## config.mk

```make
export PLATFORM = sky130hd
export DESIGN_NAME = mem_bus_arbiter
export DESIGN_NICKNAME = d
export VERILOG_FILES = /design/src/rtl/mem_bus_arbiter.sv
export SDC_FILE = /design/constraint.sdc
export NUM_CORES = 1
export LEC_CHECK = 0
export ABC_AREA = 0
export BUFFER_PORTS_ARGS = -buffer_cell sky130_fd_sc_hd__buf_2
export CORE_AREA = 2 2 117 119
export CTS_CLUSTER_DIAMETER = 60
export CTS_CLUSTER_SIZE = 16
export DETAILED_ROUTE_END_ITERATION = 12
export DIE_AREA = 0 0 119 121
export GPL_TIMING_DRIVEN = 0
export PLACE_DENSITY = 0.57
export SYNTH_ARGS = -nofsm -noshare
export SYNTH_HDL_FRONTEND = slang
export SYNTH_SLANG_ARGS = --single-unit
```

## constraint.sdc

```tcl
create_clock -name clk -period 2.15 [get_ports clk]
set_input_delay 0.1075 -clock clk [delete_from_list [all_inputs] [get_ports clk]]
set_output_delay 0.1075 -clock clk [all_outputs]
set_load 0.01 [all_outputs]
```

## src/rtl/mem_bus_arbiter.sv

```systemverilog
// Two-port data-memory arbiter: CPU MEM stage vs UART loader, round-robin with burst cap and loader lock.
// Latency: one grant cycle from IDLE, then one access per cycle; CPU<->DMA handover on a single edge.
// Backpressure: a requester holds req until ack; cpu_stall holds the CPU pipeline while it waits.
module mem_bus_arbiter #(
  parameter int ADDR_W    = 32,
  parameter int DATA_W    = 32,
  parameter int MAX_BURST = 4
) (
  input  logic              clk,
  input  logic              reset_b,
  input  logic              cpu_req,
  input  logic              cpu_we,
  input  logic [ADDR_W-1:0] cpu_addr,
  input  logic [DATA_W-1:0] cpu_wdata,
  output logic [DATA_W-1:0] cpu_rdata,
  output logic              cpu_ack,
  output logic              cpu_stall,
  input  logic              dma_req,
  input  logic              dma_we,
  input  logic              dma_lock,
  input  logic [ADDR_W-1:0] dma_addr,
  input  logic [DATA_W-1:0] dma_wdata,
  output logic [DATA_W-1:0] dma_rdata,
  output logic              dma_ack,
  output logic              mem_rd,
  output logic              mem_wr,
  output logic [ADDR_W-1:0] mem_addr,
  output logic [DATA_W-1:0] mem_wdata,
  input  logic [DATA_W-1:0] mem_rdata,
  output logic [1:0]        owner
);

  typedef enum logic [1:0] {
    S_IDLE = 2'b00,
    S_CPU  = 2'b01,
    S_DMA  = 2'b10
  } state_t;

  localparam logic [4:0] BURST_LIM = 5'(MAX_BURST);

  state_t     state_q, state_d;
  logic [3:0] cnt_q, cnt_d;
  logic       last_dma_q, last_dma_d;   // 1: loader was served last, 0: CPU was

  logic [4:0] cnt_inc;
  logic       burst_ok;

  // The grant state is the owner code itself, so owner is a plain flop output.
  assign owner = state_q;

  // Acks follow the registered grant; the owner's req is the access strobe.
  assign cpu_ack = (state_q == S_CPU) & cpu_req;
  assign dma_ack = (state_q == S_DMA) & dma_req;

  // Stall is masked by reset so every output is quiet while reset is held.
  assign cpu_stall = reset_b & cpu_req & ~cpu_ack;

  assign cpu_rdata = (cpu_ack & ~cpu_we) ? mem_rdata : '0;
  assign dma_rdata = (dma_ack & ~dma_we) ? mem_rdata : '0;

  // Holder may keep the bus against a waiting rival only while this ack stays under the cap.
  assign cnt_inc  = {1'b0, cnt_q} + 5'd1;
  assign burst_ok = (cnt_inc < BURST_LIM);

  // Memory port mux: the owner's address/data; strobes only alongside that owner's ack.
  always_comb begin
    mem_rd    = 1'b0;
    mem_wr    = 1'b0;
    mem_addr  = '0;
    mem_wdata = '0;
    case (state_q)
      S_CPU: begin
        mem_rd    = cpu_req & ~cpu_we;
        mem_wr    = cpu_req &  cpu_we;
        mem_addr  = cpu_addr;
        mem_wdata = cpu_wdata;
      end
      S_DMA: begin
        mem_rd    = dma_req & ~dma_we;
        mem_wr    = dma_req &  dma_we;
        mem_addr  = dma_addr;
        mem_wdata = dma_wdata;
      end
      default: begin
        mem_rd    = 1'b0;
        mem_wr    = 1'b0;
        mem_addr  = '0;
        mem_wdata = '0;
      end
    endcase
  end

  // Next grant, last-served pointer and tenure counter.
  always_comb begin
    state_d    = state_q;
    last_dma_d = last_dma_q;
    cnt_d      = cnt_q;

    case (state_q)
      S_IDLE: begin
        if (cpu_req && dma_req) begin
          state_d = last_dma_q ? S_CPU : S_DMA;
        end else if (cpu_req) begin
          state_d = S_CPU;
        end else if (dma_req) begin
          state_d = S_DMA;
        end else begin
          state_d = S_IDLE;
        end
      end
      S_CPU: begin
        if (cpu_req && (!dma_req || burst_ok)) begin
          state_d = S_CPU;
        end else if (dma_req) begin
          state_d = S_DMA;
        end else begin
          state_d = S_IDLE;
        end
      end
      S_DMA: begin
        if (dma_req && (dma_lock || !cpu_req || burst_ok)) begin
          state_d = S_DMA;
        end else if (cpu_req) begin
          state_d = S_CPU;
        end else begin
          state_d = S_IDLE;
        end
      end
      default: state_d = S_IDLE;
    endcase

    if (cpu_ack) begin
      last_dma_d = 1'b0;
    end else if (dma_ack) begin
      last_dma_d = 1'b1;
    end

    // A new tenure starts from zero; within a tenure count acks, saturating.
    if (state_d != state_q) begin
      cnt_d = 4'd0;
    end else if ((cpu_ack || dma_ack) && (cnt_q != 4'hF)) begin
      cnt_d = cnt_q + 4'd1;
    end
  end

  // Arbiter state registers; reset parks in IDLE with the loader marked as served last.
  always_ff @(posedge clk or negedge reset_b) begin
    if (!reset_b) begin
      state_q    <= S_IDLE;
      cnt_q      <= 4'd0;
      last_dma_q <= 1'b1;
    end else begin
      state_q    <= state_d;
      cnt_q      <= cnt_d;
      last_dma_q <= last_dma_d;
    end
  end

endmodule

```

==> results by group <==
Logic synthesis
  • Synthesis Warnings: 0
  • Syn_area_per_cell: 6.79 µm²
  • Synth unique cells: 35
  • Post-synthesis sequential element count: 7
  • Syn Nets: 468
  • Post-synth ARST share: 100%
  • Register area share after synthesis: 8.77%
  • Syn Std Cell Area: 2010 µm²
  • Post-synthesis cell count: 296
  • Top-area cell type share of the netlist area: 24.3%
  • Number of flops mapped to enable cells by yosys: 0
  • Synth cell count leaders: a22oi_1 (65), nor2b_1 (65), and2_1 (64)
  • Synth Flop Type: dfrtp_1
  • Cell taking the most area after synthesis: a22oi_1
  • Dominant cells by area after synthesis: a22oi_1 (24%), nor2b_1 (20%), and2_1 (20%), dfrtp_1 (7.5%), clkbuf_1 (3.5%)

Detailed routing
  • DRC Markers: 0
  • Initial DRT Pass Iterations: 4
  • Via count: 3389
  • WL final: 12800 µm
  • Vias/cell: about 4.4
  • Detail Route Antenna Nets: 0
  • DR iter-0 viols: about 140
  • WL per Instance: 16.4 µm

Die
  • Core Area: roughly 13000 µm²
  • Row cnt: 42
  • Die H: 121 µm
  • Starting Density: 15.4%
  • Die area: 14400 µm²
  • Die width: 119 µm
  • Ports: 302

CTS
  • CTS Sinks: 7
  • Clk_lat worst skew: 0.23 ns
  • Deepest clock path buffer count: 2
  • CTS clk-pin slew, worst paths: 0.04 ns
  • CTS Root Buffer Type: clkbuf_16
  • H-tree lvl count: 1
  • TritonCTS Buffers: 3
  • CTS tree: yes
  • Setup Fix Bufs, Post-CTS: 0

Layout
  • Finished Layout Cells: ~780
  • Share of cells above drive strength 1: 59.4%
  • Nets@finish: 774
  • Syn-to-layout area delta: 98.5%
  • Final instance area: 3990 µm²
  • Number of antenna diodes: 0

Setup path
  • Crit path from: cnt_q[0]$_DFFE_PN0P_
  • Reg-to-reg slack, setup: 0.07 ns
  • Worst Setup Path Type: reg -> reg
  • Crit. End Element: flop
  • Crit path capture: cnt_q[2]$_DFFE_PN0P_
  • CP arrival: 2.22 ns
  • R2r endpoint: cnt_q[2]$_DFFE_PN0P_
  • Worst path required time: between 2 and 2.5 ns
  • R2r worst-path depth: 7
  • Worst-path fanout max: 4
  • Reg2Reg Launch Point: cnt_q[0]$_DFFE_PN0P_
  • CP Launch Type: flop

Global routing
  • Initial antenna violation count: 1
  • Overflow after GRT: 0
  • Vias in the first global route: 3261
  • Largest net degree at the start of global routing: 11
  • First-pass GRT wire length: 18300 µm
  • Tot GR Track Use: between 10% and 20%

Power
  • Power Total: 4350 µW
  • PD cells: roughly 1100 nW/µm²
  • VDD IR max: ~0.29 mV
  • LEAKAGE: 0.00223 µW

Place
  • Gpl congestion: 0.773
  • Hpwl dp: 10600 µm
  • Cells after DPL: 773
  • PortBufs: 301
  • Placed cell areas: 3740 µm²

Timing
  • Setup Skew: 0.00109 ns
  • Worst-Margin Slew: 0.308 ns
  • Final worst-path cycle share: 96.8%
  • Slew HR: between 70% and 80%
  • Final setup viols: 0
  • Fmax: approximately 480 MHz
  • Tmin final: 2.08 ns
  • TNS Setup: 0 ns
  • Final Hold Fails: 0
  • Pins Over Slew Limit: 0

Worst hold path
  • Hold crit path type: in -> reg

Status
  • Status: finished clean

Run
  • Max-cap violations: 0
## per-stage QoR
stage	hold WS, ns	setup WS (ns)	utilization, %
after floorplan	-0.188	0.166	-
final	0.258	0.0689	30.5
after global placement	-0.0433	-0.787	28.6
after global routing	0.276	-0.0508	30.5
after CTS	0.248	-0.0154	30.1
after detailed placement	-0.0419	-0.771	28.6
## registers in the layout, summed over array words and instances, names as in the netlist
register and count:
cnt_q 4, last_dma_q 1, owner 2
## cell usage in the layout (no fill, tap or decap), types with 3 or more instances in the layout
master	instances
nand2b_1	3
clkbuf_8	4
and2_1	64
nand2_1	12
buf_4	5
buf_2	310
nor2b_2	3
clkbuf_2	9
a21oi_1	4
nor2b_1	62
dfrtp_1	4
nor2_1	8
clkbuf_16	3
inv_1	5
a22oi_1	64
## where the power goes
| part | switching [µW] | internal (µW) |
|---|---|---|
| clock network | 69.1 | 247 |
| registers | 59.8 | 182 |
| logic | 2110 | 1690 |
| total | 2240 | 2120 |
## logic make-up (layout without fill, tap and decap cells)
| logic type | after synthesis | count (layout) | share of synthesized area (%) |
|---|---|---|---|
| and+or+nand+nor | 162 | 162 | 48.5 |
| buffers and inverters | 35 | 340 | 6.53 |
| AOI/OAI and AO/OA | 85 | 85 | 32.2 |
| muxes | 1 | 1 | 0.498 |
| xor gates and xnor gates | 1 | 1 | 0.436 |
| DFF | 7 | 7 | 8.77 |
| adders and majority gates | 5 | 5 | 3.11 |
## layout make-up
class	count	area, µm²
Buffer	27	183
Inverter	7	26.3
Timing Repair Buffer	302	1520
Tap cell	176	220
Clock buffer	4	78.8
Multi-Input combinational cell	254	1790
Fill cell	1454	9090
Sequential cell	7	179
## critical path, stage by stage, from the launching register on
cell,delay [ns]
dfrtp_1,0.41
ha_2,0.24
and2_4,0.19
a2111oi_2,0.38
o31a_2,0.24
nor3_1,0.05
nand4bb_4,0.27
a311oi_2,0.20
## worst min path at each step
stage | startpoint | to | depth (start not counted)
after CTS | reset_b | cnt_q[0]$_DFFE_PN0P_ | 2
after global placement | reset_b | cnt_q[1]$_DFFE_PN0P_ | 1
after detailed placement | reset_b | cnt_q[0]$_DFFE_PN0P_ | 1
after global routing | reset_b | cnt_q[1]$_DFFE_PN0P_ | 2
final | dma_req | owner[1]$_DFF_PN0_ | 3
after floorplan | reset_b | cnt_q[0]$_DFFE_PN0P_ | 0
## repair_timing
item                                    in CTS  in global routing
pin swaps                                    0                  1
endpoints found under the setup margin     132                107
hold buffers                                 1                  0
gates resized for setup                     47                 22
hold endpoints to repair                     7                  0
## routing by layer
layer / vias to the layer above / global-route usage (%) / share of wire [%]
li1: 1640 / - / -
met1: 1543 / 19.4 / 41
met2: 199 / 30.8 / 51
met3: 7 / 2.44 / 7.3
met4: 0 / 1.41 / 0.83
met5: - / 0 / 0
No activity file was read; power rests on OpenSTA's default activity.
